File: src/rtl/quad_generator_if.sv
// ============================================================================
// Module   : quad_generator_if
// Brief    : Command/status bundle for the quadrature encoder emulator.
//            The index signal exists only when QUAD_GEN_INDEX_EN is defined.
// Revision : 1.0  initial release
// ============================================================================
`default_nettype none

interface quad_generator_if #(
    parameter int COUNT_BITS  = 32,
    parameter int PERIOD_BITS = 16
);
    logic                          enable;
    logic signed [COUNT_BITS-1:0]  target;
    logic        [PERIOD_BITS-1:0] min_period;
    logic                          load;
    logic signed [COUNT_BITS-1:0]  load_value;
    logic                          quadA;
    logic                          quadB;
    logic signed [COUNT_BITS-1:0]  position;
    logic                          busy;
`ifdef QUAD_GEN_INDEX_EN
    logic                          index;
`endif

    // Controller side: issues commands, observes the emulated encoder.
    modport master (
        output enable, target, min_period, load, load_value,
        input  quadA, quadB, position, busy
`ifdef QUAD_GEN_INDEX_EN
        , input index
`endif
    );

    // Generator side.
    modport slave (
        input  enable, target, min_period, load, load_value,
        output quadA, quadB, position, busy
`ifdef QUAD_GEN_INDEX_EN
        , output index
`endif
    );
endinterface

`default_nettype wire

File: src/rtl/quad_generator.sv
// ============================================================================
// Module   : quad_generator
// Brief    : Quadrature encoder emulator. Steps A/B phases one edge at a time
//            to move a tracked signed position toward a commanded target,
//            with a programmable minimum gap between edges.
//            Optional macro QUAD_GEN_INDEX_EN adds a once-per-revolution
//            index output with INDEX_COUNTS counts per revolution.
// Revision : 1.0  initial release
// ============================================================================
`default_nettype none

module quad_generator #(
    parameter int COUNT_BITS  = 32,
    parameter int PERIOD_BITS = 16
`ifdef QUAD_GEN_INDEX_EN
    , parameter int INDEX_COUNTS = 400
`endif
) (
    input  logic            clk,
    input  logic            reset,
    quad_generator_if.slave bus
);

    localparam logic signed [COUNT_BITS-1:0] c_one = COUNT_BITS'(1);

    logic signed [COUNT_BITS-1:0]  r_position;
    logic        [1:0]             r_phase;
    logic                          r_quad_a;
    logic                          r_quad_b;
    logic        [PERIOD_BITS-1:0] r_wait;

    logic                          w_busy;
    logic                          w_forward;
    logic                          w_step;
    logic        [1:0]             w_phase_next;
    logic        [PERIOD_BITS-1:0] w_reload;

    // Step decision: direction from a plain signed compare, gated by the edge gap.
    always_comb begin
        w_busy       = (r_position != bus.target);
        w_forward    = (bus.target > r_position);
        w_step       = bus.enable && !bus.load && (r_wait == '0) && w_busy;
        w_phase_next = w_forward ? (r_phase + 2'd1) : (r_phase - 2'd1);
        // A min_period of zero behaves like one: an edge every clock.
        w_reload     = (bus.min_period == '0) ? '0 : (bus.min_period - 1'b1);
    end

    // Position, phase and A/B registers; load presets position without an edge.
    // Phase 0..3 maps to (A,B) = 00,10,11,01 so A = phase[1]^phase[0], B = phase[1].
    always_ff @(posedge clk or posedge reset) begin
        if (reset) begin
            r_position <= '0;
            r_phase    <= 2'd0;
            r_quad_a   <= 1'b0;
            r_quad_b   <= 1'b0;
        end else if (bus.load) begin
            r_position <= bus.load_value;
        end else if (w_step) begin
            r_position <= w_forward ? (r_position + c_one) : (r_position - c_one);
            r_phase    <= w_phase_next;
            r_quad_a   <= w_phase_next[1] ^ w_phase_next[0];
            r_quad_b   <= w_phase_next[1];
        end
    end

    // Edge-gap counter: reloaded on each step, otherwise drains every clock.
    always_ff @(posedge clk or posedge reset) begin
        if (reset) begin
            r_wait <= '0;
        end else if (w_step) begin
            r_wait <= w_reload;
        end else if (r_wait != '0) begin
            r_wait <= r_wait - 1'b1;
        end
    end

`ifdef QUAD_GEN_INDEX_EN
    localparam int REV_BITS = (INDEX_COUNTS > 1) ? $clog2(INDEX_COUNTS) : 1;
    localparam logic [REV_BITS-1:0] c_rev_last = REV_BITS'(INDEX_COUNTS - 1);

    logic [REV_BITS-1:0] r_rev;
    logic [REV_BITS-1:0] w_rev_next;
    logic [1:0]          w_phase_after;
    logic                r_index;

    // Revolution counter follows steps in both directions and wraps; load zeroes it.
    always_comb begin
        w_rev_next    = r_rev;
        w_phase_after = r_phase;
        if (bus.load) begin
            w_rev_next = '0;
        end else if (w_step) begin
            w_phase_after = w_phase_next;
            if (w_forward) begin
                w_rev_next = (r_rev == c_rev_last) ? '0 : (r_rev + 1'b1);
            end else begin
                w_rev_next = (r_rev == '0) ? c_rev_last : (r_rev - 1'b1);
            end
        end
    end

    // Index is high while at revolution count 0 with phase 00.
    always_ff @(posedge clk or posedge reset) begin
        if (reset) begin
            r_rev   <= '0;
            r_index <= 1'b1;
        end else begin
            r_rev   <= w_rev_next;
            r_index <= (w_rev_next == '0) && (w_phase_after == 2'd0);
        end
    end

    assign bus.index = r_index;
`endif

    assign bus.quadA    = r_quad_a;
    assign bus.quadB    = r_quad_b;
    assign bus.position = r_position;
    assign bus.busy     = w_busy;

endmodule

`default_nettype wire

File: src/flat_wrapper.sv
// flat-port wrapper written by rule: the top's interface ports become plain ports
module quad_generator_flat 
#(
    parameter int COUNT_BITS  = 32,
    parameter int PERIOD_BITS = 16

)
  (clk, reset, bus_enable, bus_target, bus_min_period, bus_load, bus_load_value, bus_quadA, bus_quadB, bus_position, bus_busy);
  quad_generator_if #(.COUNT_BITS(COUNT_BITS), .PERIOD_BITS(PERIOD_BITS)) bus_i ();
  input  logic clk;
  input  logic reset;
  input wire logic [$bits(bus_i.enable)-1:0] bus_enable;
  input wire logic [$bits(bus_i.target)-1:0] bus_target;
  input wire logic [$bits(bus_i.min_period)-1:0] bus_min_period;
  input wire logic [$bits(bus_i.load)-1:0] bus_load;
  input wire logic [$bits(bus_i.load_value)-1:0] bus_load_value;
  output wire logic [$bits(bus_i.quadA)-1:0] bus_quadA;
  output wire logic [$bits(bus_i.quadB)-1:0] bus_quadB;
  output wire logic [$bits(bus_i.position)-1:0] bus_position;
  output wire logic [$bits(bus_i.busy)-1:0] bus_busy;
  assign bus_i.enable = bus_enable;
  assign bus_i.target = bus_target;
  assign bus_i.min_period = bus_min_period;
  assign bus_i.load = bus_load;
  assign bus_i.load_value = bus_load_value;
  assign bus_quadA = bus_i.quadA;
  assign bus_quadB = bus_i.quadB;
  assign bus_position = bus_i.position;
  assign bus_busy = bus_i.busy;
  quad_generator #(.COUNT_BITS(COUNT_BITS), .PERIOD_BITS(PERIOD_BITS)) u_core (.clk(clk), .reset(reset), .bus(bus_i));
endmodule
File: config.mk
export PLATFORM = sky130hd
export DESIGN_NAME = quad_generator_flat
export DESIGN_NICKNAME = d
export VERILOG_FILES = /design/src/rtl/quad_generator_if.sv /design/src/rtl/quad_generator.sv /design/src/flat_wrapper.sv
export SDC_FILE = /design/constraint.sdc
export NUM_CORES = 1
export LEC_CHECK = 0
export ABC_AREA = 1
export BUFFER_PORTS_ARGS = -buffer_cell sky130_fd_sc_hd__clkbuf_2
export CAP_MARGIN = 10
export CORE_MARGIN = 5
export CORE_UTILIZATION = 46
export DETAILED_ROUTE_END_ITERATION = 16
export PLACE_DENSITY = 0.7
export SETUP_SLACK_MARGIN = 0.2
export SYNTH_ARGS = -nofsm -noshare
export SYNTH_HDL_FRONTEND = slang
export SYNTH_SLANG_ARGS = --single-unit
File: constraint.sdc
create_clock -name clk -period 4.71 [get_ports clk]
set_input_delay 0.942 -clock clk [delete_from_list [all_inputs] [get_ports clk]]
set_output_delay 0.942 -clock clk [all_outputs]
set_load 0.03 [all_outputs]
# Word level (Yosys, flattened, before mapping)
# Cells that the tools add are included.
# totals
regBits	52
input_bits	84
output_inout_bits	35
wordCells	32
# classes
add_sub_neg	6
order_cmp	1
eq_ne	1
mux	7
bitwise_logic	2
n_reduce_logical	10
# ops
op	count
$mux W32	3
$mux W16	3
$add A32 B2 Y32 const B	1
$gt A32 B32 Y1	1
$logic_not A16 Y1	2
$ne A32 B32 Y1	1
$sub A16 B1 Y16 const B	2
$sub A32 B2 Y32 const B	1
$reduce_bool A16 Y1	1
$reduce_bool A2 Y1	2
$logic_and A1 B1 Y1	3
$add A2 B1 Y2 const B	1
$mux W2	1
$reduce_and A2 Y1	1
$sub A2 B1 Y2 const B	1
$logic_not A1 Y1	1
$not A1 Y1	1
$xor A1 B1 Y1	1

# Longest topological paths before layout
# Gate-level depths: netlist of the first run.
# logic_depth
word_depth	6
ltp_mapped	29
mapped_depth_nobuf	29

# Least setup slack after synthesis of the first run
# Ideal clock, no wire load.
# synth_timing
path_kind	input-to-reg
from	input bus_target[7]
to	register u_core.r_position[18] (netlist: u_core.bus.position[18])
setup_time_ns	0.124
t_arrival_ns	4.424
required_ns	4.586
slack_ns	0.162
path_stages	20
n_path_buf	0
cell_sequence	ha_1 > nand2_1 > nor2_1 > nand2_1 > nand2_1 > nand2_1 > nand2_1 > nand2_1 > nand3_1 > nand3_1 > ha_1 > a21oi_1 > nand2_1 > a21boi_0 > inv_1 > a21oi_1 > inv_1 > a21oi_1 > xor2_1 > o21bai_1
# synth_via
elab_chain_len	4
word_cells_on_any_way	7
cone_classes	order compare: 1; eq/ne: 1; mux: 3; reduce/logical: 2
# synth_lines
item	line	text
start: declaration	flat_wrapper.sv:13	input wire logic [$bits(bus_i.target)-1:0] bus_target;
$gt A32 B32 Y1	quad_generator.sv:41	w_forward = (bus.target > r_position);
$mux W32	quad_generator.sv:59	r_position <= w_forward ? (r_position + c_one) : (r_position - c_one);
$mux W32	quad_generator.sv:58	end else if (w_step) begin
$mux W32	quad_generator.sv:56	end else if (bus.load) begin
end signal: assignment	quad_generator.sv:57	r_position <= bus.load_value;
end signal: assignment	quad_generator.sv:59	
end: declaration	quad_generator.sv:26	logic signed [COUNT_BITS-1:0] r_position;
# Several ways; a longest one is shown, not always the timed one. The select of a mux whose other input is x is not followed.
# A chain may end at the register's enable or synchronous reset.

# Worst setup path after layout of the first run
# layout_timing
from	input bus_target[31]
to	register u_core.r_position[28] (netlist: u_core.bus.position[28])
# Same word-level chain as after synthesis.

==> run metrics, run 1 <==
critical path arrival=between 4 and 5 ns; Final Max Tran Viols=0; largest family of logic cells by synthesized area=simple AND/OR/NAND/NOR gates; Final Cycle Share=90.1%; Syn-to-layout area delta=18.4%; first-pass iteration count of the detailed router=4; Die Wd=121 µm; gr usage total=about a quarter; io pins=119; clock buffer count from CTS=5; Chip Height=121 µm; Critical Path Most Common Cell=nand2_1; grt ovf=0; Hold Slack=0.490 ns; Starting Density=a little under half; unrepaired setup endpoints after global routing=false; crit-path cells=clkbuf_2, ha_1, nand2_1, nor2_1, nand2_1, nor2_2, nand4_4, nand3_2, buf_4, inv_1, fa_1, inv_1, nand3_1, nand2_1, a21oi_1, o21ai_0, nand4_1, nand2_1, nand2_1, nand3_1, o211ai_1; iteration-0 DRC count of the detailed router=between 200 and 300; Synth Instances=slightly above 800; Post-CTS Setup Repair Bufs=0; Setup-failing EPs final=0; critical path type=in2reg; Hold Buf Count CTS=0; Worst IR Drop VDD=around 0.00022 V; Antenna Cells=0; adder-cell share of the synthesized area=roughly 15%; share of layout cells above drive strength 1=19.3%; critical-path maximum fanout=16; DR DRC count=0; Vias=approximately 5800; FILL cells=about 1300; Power Dens Cells=between 300 and 400 mW/mm²; mux share of post-synthesis cell area=0%; Synth Area in Compound Gates=between 10% and 20%; first-pass GRT wire length=27800 µm; CORE AREA=0.0121 mm²; Bufs and invs on worst path=4; FFs w/ async S/R, synth=between 90% and 100%; status=complete, no violations; Yosys reg bits=51; mapped cell area=roughly 0.0057 mm²; WL/cell=around 15 µm; Port Buffers=118; Final #Nets=around 1100; crit end category=register; DR vias/cell=around 5.2; clock-pin slew on the worst setup and hold paths=approximately 0.080 ns; dpl hpwl=13800 µm; number of global-route vias before repair=5886; Worst Skew=0.00559 ns; Root Buffer=clkbuf_16; critical path required time=between 4 and 5 ns; leakage=~0.0036 µW; Startpoint Class=input port; setup TNS=0 ns; Post-Place Cells=1115; antenna violations before repair=0; Worst-Margin Slew=a little under 0.8 ns; post-CTS sizing=0; Clock Sinks=a little over 50; minimum clock period=~4.2 ns; post-route insts no fill=roughly 1100; Hold Vio Cnt, Final=0; htree depth=2; Crit path largest cell delay=about 0.4 ns; Worst slew margin=slightly below 50%; Mean Syn Cell Area=about 6.9 µm²; Slowest cell on crit path=fa_1; count of cell types in the netlist=48; Die ar.=~0.015 mm²; Final ANT Viol Nets=0; Largest delay share family, worst path=simple AND/OR/NAND/NOR gates; Finished Cell Area=slightly below 0.007 mm²; Post-Place Cell Area=0.00654 mm²; Post-synth EDFFs=0; simple-gate share of the synthesized area=between 20% and 30%; pin count of the biggest net entering global routing=52; total power=between 2000 and 3000 µW; Final GP Congestion=0.932; Yosys warnings=0; xor and xnor area share after synthesis=between 5 and 6%; Syn Nets=around 1000; Routed WL=roughly 17000 µm; clock latency on the worst-skew pair=roughly 0.3 ns; Fmax=236 MHz; Worst Hold Class=reg2reg; sequential share of the synthesized area=22.5%; maxcap violations=0; row cnt=40; Max Buffers Root-to-Sink=2; Top FF cell, synth=dfrtp_1; CTS tree=built
routing by layer:
metal / GRT usage [%] / share of wire [%] / vias up
met5: 0 / 0 / -
met3: 3.12 / 4.8 / 19
met2: 41.0 / 50 / 146
met4: 6.37 / 1.6 / 0
li1: - / - / 2995
met1: 30.0 / 44 / 2667
cell usage after synthesis, drive strengths merged, types with 3 or more instances:
| library cell | instances | share of area, % |
|---|---|---|
| o221ai | 17 | 3.7 |
| nor2 | 90 | 6.3 |
| a22oi | 4 | 0.53 |
| o211ai | 7 | 1.0 |
| nor4 | 3 | 0.59 |
| nand4 | 10 | 1.5 |
| a21boi | 4 | 0.53 |
| clkbuf | 3 | 0.20 |
| dfrtp | 51 | 22 |
| nand2 | 186 | 13 |
| o21bai | 10 | 1.3 |
| xor2 | 18 | 2.8 |
| o21ai | 45 | 4.0 |
| xnor2 | 15 | 2.3 |
| nand3 | 39 | 3.6 |
| ha | 65 | 14 |
| o22ai | 4 | 0.44 |
| a21oi | 68 | 6.1 |
| inv | 135 | 8.9 |
| nor3 | 19 | 2.3 |
| o21a | 4 | 0.53 |
| a21o | 7 | 0.92 |
| buf | 6 | 1.1 |
| nand3b | 4 | 0.53 |
flip-flops by register name, summed over array words and instances, names as in the netlist:
| name | cells |
|---|---|
| u_core.bus.position | 32 |
| u_core.bus.quadB | 1 |
| u_core.r_phase | 1 |
| u_core.bus.quadA | 1 |
| u_core.r_wait | 16 |
area by class of cell:
class / instances / area, µm² / area share, %
clock buffer: 5 / 125 / 1.86
tap: 168 / 210 / 3.12
inverter: 135 / 507 / 7.53
sequential: 51 / 1280 / 19.0
timing repair buffer: 134 / 711 / 10.6
multi-input combinational: 627 / 3830 / 57.0
clock inverter: 3 / 67.6 / 1.00
final timing paths:
check	cells past startpoint	from	slack [ns]	end
hold reg to reg	1	u_core.r_phase[0]	0.49	u_core.r_phase[0]
min in group asynchronous	3	reset	0.82	u_core.bus.position[2]
setup / recovery	21	bus_target[31]	0.47	u_core.bus.position[28]
hold / removal	1	u_core.r_phase[0]	0.49	u_core.r_phase[0]
max in group asynchronous	3	reset	3.43	u_core.r_wait[3]
setup reg to reg	21	u_core.bus.position[31]	0.63	u_core.bus.position[28]
stage by stage:
stage               utilization (%)  setup WS, ns
CTS                            55.8         0.485
detailed placement             54.2         0.170
global placement               54.2         0.204
finish                         55.8         0.467
global route                   55.8         0.201
floorplan                         -         0.552
cell families (layout without fill, tap and decap cells):
group | count (synthesis) | after routing
AO/OA/AOI/OAI | 174 | 174
XOR/XNOR | 33 | 33
adder cells (fa/ha/maj) | 66 | 66
buffers and inverters | 144 | 277
flip-flops | 51 | 51
AND/OR/NAND/NOR | 354 | 354
worst register-to-register path, cell delays in order, from the launching register on:
cell and delay, ns:
dfrtp_1 0.42, inv_1 0.11, ha_1 0.40, nand2_1 0.10
nor2_1 0.14, nand2_1 0.12, nor2_2 0.23, nand4_4 0.24
nand3_2 0.20, buf_4 0.25, inv_1 0.08, fa_1 0.40
inv_1 0.08, nand3_1 0.06, nand2_1 0.15, a21oi_1 0.13
o21ai_0 0.31, nand4_1 0.21, nand2_1 0.11, nand2_1 0.05
nand3_1 0.07, o211ai_1 0.08
power breakdown:
group          leakage (µW)  switching [µW]  internal (µW)  total [µW]
logic               0.00287             907            550        1460
registers          0.000622            93.3            536         629
clock network     0.0000900             187            305         492
cell usage in the layout, fill, tap and decap left out, types with 14 or more instances in the layout:
| master | instances |
|---|---|
| nand2_1 | 180 |
| inv_1 | 130 |
| clkbuf_2 | 118 |
| nor2_1 | 85 |
| a21oi_1 | 67 |
| ha_1 | 65 |
| dfrtp_1 | 51 |
| o21ai_0 | 40 |
| nand3_1 | 36 |
| xor2_1 | 18 |
| buf_4 | 16 |
| xnor2_1 | 15 |
| nor3_1 | 14 |
No activity file was read; power rests on OpenSTA's default activity.
==> inputs of run 2 (changes only) <==
clock period = 4.9 ns   (was 4.71 ns; I/O delays follow)
==> run 2 against run 1 <==
Sequential power decreased by 3.8%. Highest routed layer unchanged. Utilization fell by 0.50 points. Die area stayed put. Critical endpoint unchanged. Sequential share of layout area rose by 0.17 points. Global-route usage shrank 0.12 points. First-iteration DRC count grew 22%. Count of clock-buffer cells in the layout unchanged. Cell area fell by 0.89%. Critical path depth up 1. Power is 4.8% lower.
==> run metrics, run 2 (same netlist as run 1, synthesis figures left out) <==
status=complete, no violations (unchanged); Max Buffers Root-to-Sink=2 (unchanged); Reg-to-Reg Start=u_core.bus.position[23] (was u_core.bus.position[31]); CP endpoint=u_core.bus.position[28] (unchanged); Chip Height=121 µm (unchanged); Antenna Cells=0 (unchanged); pin count of the biggest net entering global routing=52 (unchanged); Final GP Congestion=0.975 (was 0.932); share of layout cells above drive strength 1=18.4% (was 19.3%); Hold Buf Count CTS=0 (unchanged); Starting Density=47.1% (unchanged); Die Wd=121 µm (unchanged); dpl hpwl=13400 µm (was 13800 µm); most common cell after layout, fill and taps aside=nand2_1 (unchanged); Clock Power Share=19.4% (was 19.1%); Critical Path Start=bus_target[31] (unchanged); Clock Sinks=51 (unchanged); first-pass iteration count of the detailed router=5 (was 4); Startpoint Class=input port (unchanged); Worst-Margin Slew=0.748 ns (was 0.768 ns); critical-path maximum fanout=33 (was 16); minimum clock period=4.26 ns; Hold Slack=0.483 ns (was 0.490 ns); crit-path cells=clkbuf_2, ha_1, nand2_1, nor2_1, nand2_1, nor2_2, nand4_4, nand3_1, buf_12, inv_1, fa_1, inv_1, nand3_1, nand2_1, a21oi_1, buf_4, o21ai_0, nand4_1, nand2_1, nand2_1, nand3_1, o211ai_1 (was clkbuf_2, ha_1, nand2_1, nor2_1, nand2_1, nor2_2, nand4_4, nand3_2, buf_4, inv_1, fa_1, inv_1, nand3_1, nand2_1, a21oi_1, o21ai_0, nand4_1, nand2_1, nand2_1, nand3_1, o211ai_1); Hold Vio Cnt, Final=0 (unchanged); number of global-route vias before repair=5718 (was 5886); Pint=1320 µW (was 1390 µW); Worst IR Drop VDD=0.000184 V (was 0.000223 V); Post-CTS Setup Repair Bufs=0 (unchanged); Fmax=235 MHz; crit end category=register (unchanged); Switching Share=46.3% (was 46.1%); Root Buffer=clkbuf_16 (unchanged); clock buffer count from CTS=5 (unchanged); Slowest cell on crit path=fa_1 (unchanged); io pins=119 (unchanged); R2R Setup Slk=0.89 ns (was 0.63 ns); Final Max Tran Viols=0 (unchanged); clock-pin slew on the worst setup and hold paths=0.08 ns (about the same); Worst Skew=0.00660 ns (was 0.00559 ns); Final Cycle Share=around 87%; CORE AREA=0.0121 mm² (unchanged); Vias=5767 (was 5827); Worst slew margin=50.1% (was 48.6%); Reg power frac=24.7% (was 24.4%); Final ANT Viol Nets=0 (unchanged); Setup-failing EPs final=0 (unchanged); leakage=0.00354 µW (was 0.00358 µW); setup TNS=0 ns (unchanged); Comb pwr share=55.9% (was 56.5%); Worst Reg2Reg Path Length in Cells=22 (was 21); clock latency on the worst-skew pair=0.31 ns (was 0.30 ns); DR vias/cell=5.18 (was 5.19); antenna violations before repair=0 (unchanged); DR DRC count=0 (unchanged); Port Buffers=118 (unchanged); Syn-to-layout area delta=17.3% (was 18.4%); FILL cells=1204 (was 1250); grt ovf=0 (unchanged); Worst Hold Class=reg2reg (unchanged); reg-to-reg endpoint=u_core.bus.position[28] (unchanged); iteration-0 DRC count of the detailed router=334 (was 274); CTS tree=built (unchanged); row cnt=40 (unchanged); Critical Path Most Common Cell=nand2_1 (unchanged); first-pass GRT wire length=27400 µm (was 27800 µm); Die ar.=0.0147 mm² (unchanged); critical path type=in2reg (unchanged); unrepaired setup endpoints after global routing=false (unchanged); gr usage total=23.2% (was 23.3%); post-CTS sizing=0 (unchanged); Crit path largest cell delay=0.40 ns (was 0.39 ns); critical path required time=5.06 ns (was 4.87 ns); most frequent cells in the layout=nand2_1, inv_1, clkbuf_2 (unchanged); NetSw=1140 µW (was 1190 µW); critical path arrival=4.43 ns (was 4.40 ns); Power Dens Cells=368 mW/mm² (was 383 mW/mm²); htree depth=2 (unchanged); Routed WL=16700 µm (was 16900 µm); maxcap violations=0 (unchanged); max FFs per register=32 (unchanged); Final #Nets=1095 (was 1104); WL/cell=15.0 µm (about the same)
==> run 2: cell types whose count changed in the layout (fill, tap and decap cells not counted), sizes merged <==
cell	before	now
buf	16	7
==> run 2: worst max-delay path: cells and delay by family <==
| family | cells | cell delay [ns] |
|---|---|---|
| AOI/OAI and AO/OA | 3 | 0.48 |
| adders and majority gates | 2 | 0.73 |
| buffers and inverters | 5 | 0.60 |
| and+or+nand+nor | 12 | 1.61 |
==> run 2: how the worst min path moves through the flow <==
stage,end,cells after the start,start
after floorplan,u_core.r_phase[0],1,u_core.r_phase[0]
after global placement,u_core.r_phase[0],1,u_core.r_phase[0]
after detailed placement,u_core.r_phase[0],1,u_core.r_phase[0]
after CTS,u_core.r_phase[0],1,u_core.r_phase[0]
after global routing,u_core.r_phase[0],1,u_core.r_phase[0]
final,u_core.r_phase[0],1,u_core.r_phase[0]
==> run 2: metrics by stage <==
stage	cells	setup slack, ns	total power (µW)	cell area (µm²)	util, %
2_1_floorplan	822	0.314	1610	5680	-
3_3_place_gp	1106	0.329	1960	6480	53.7
3_5_place_dp	1106	0.311	1970	6480	53.7
4_1_cts	1114	0.627	2450	6670	55.3
5_1_grt	1114	0.349	2660	6670	55.3
6_report	1114	0.639	2450	6670	55.3
==> run 2: cell type report <==
type	count	area [µm²]	share of cell area, %
Clock buffer	5	125	1.88
Sequential cell	51	1280	19.1
Tap cell	168	210	3.15
Inverter	135	507	7.60
Multi-Input combinational cell	627	3830	57.4
Clock inverter	3	67.6	1.01
Timing Repair Buffer	125	656	9.83
==> run 2: per-layer routing <==
layer / share of wire [%] / global-route usage [%] / up-vias
met5: 0 / 0 / -
met4: 1.6 / 5.81 / 0
met3: 4.4 / 2.38 / 20
met2: 50 / 41.5 / 149
met1: 44 / 29.9 / 2609
li1: - / - / 2989
==> run 2: power by group through the flow <==
stage / registers (µW) / logic [µW] / clock network (µW)
6_report: 605 / 1370 / 476
5_1_grt: 619 / 1540 / 501
4_1_cts: 605 / 1370 / 481
3_5_place_dp: 613 / 1350 / 0
3_3_place_gp: 610 / 1350 / 0
2_1_floorplan: 647 / 965 / 0
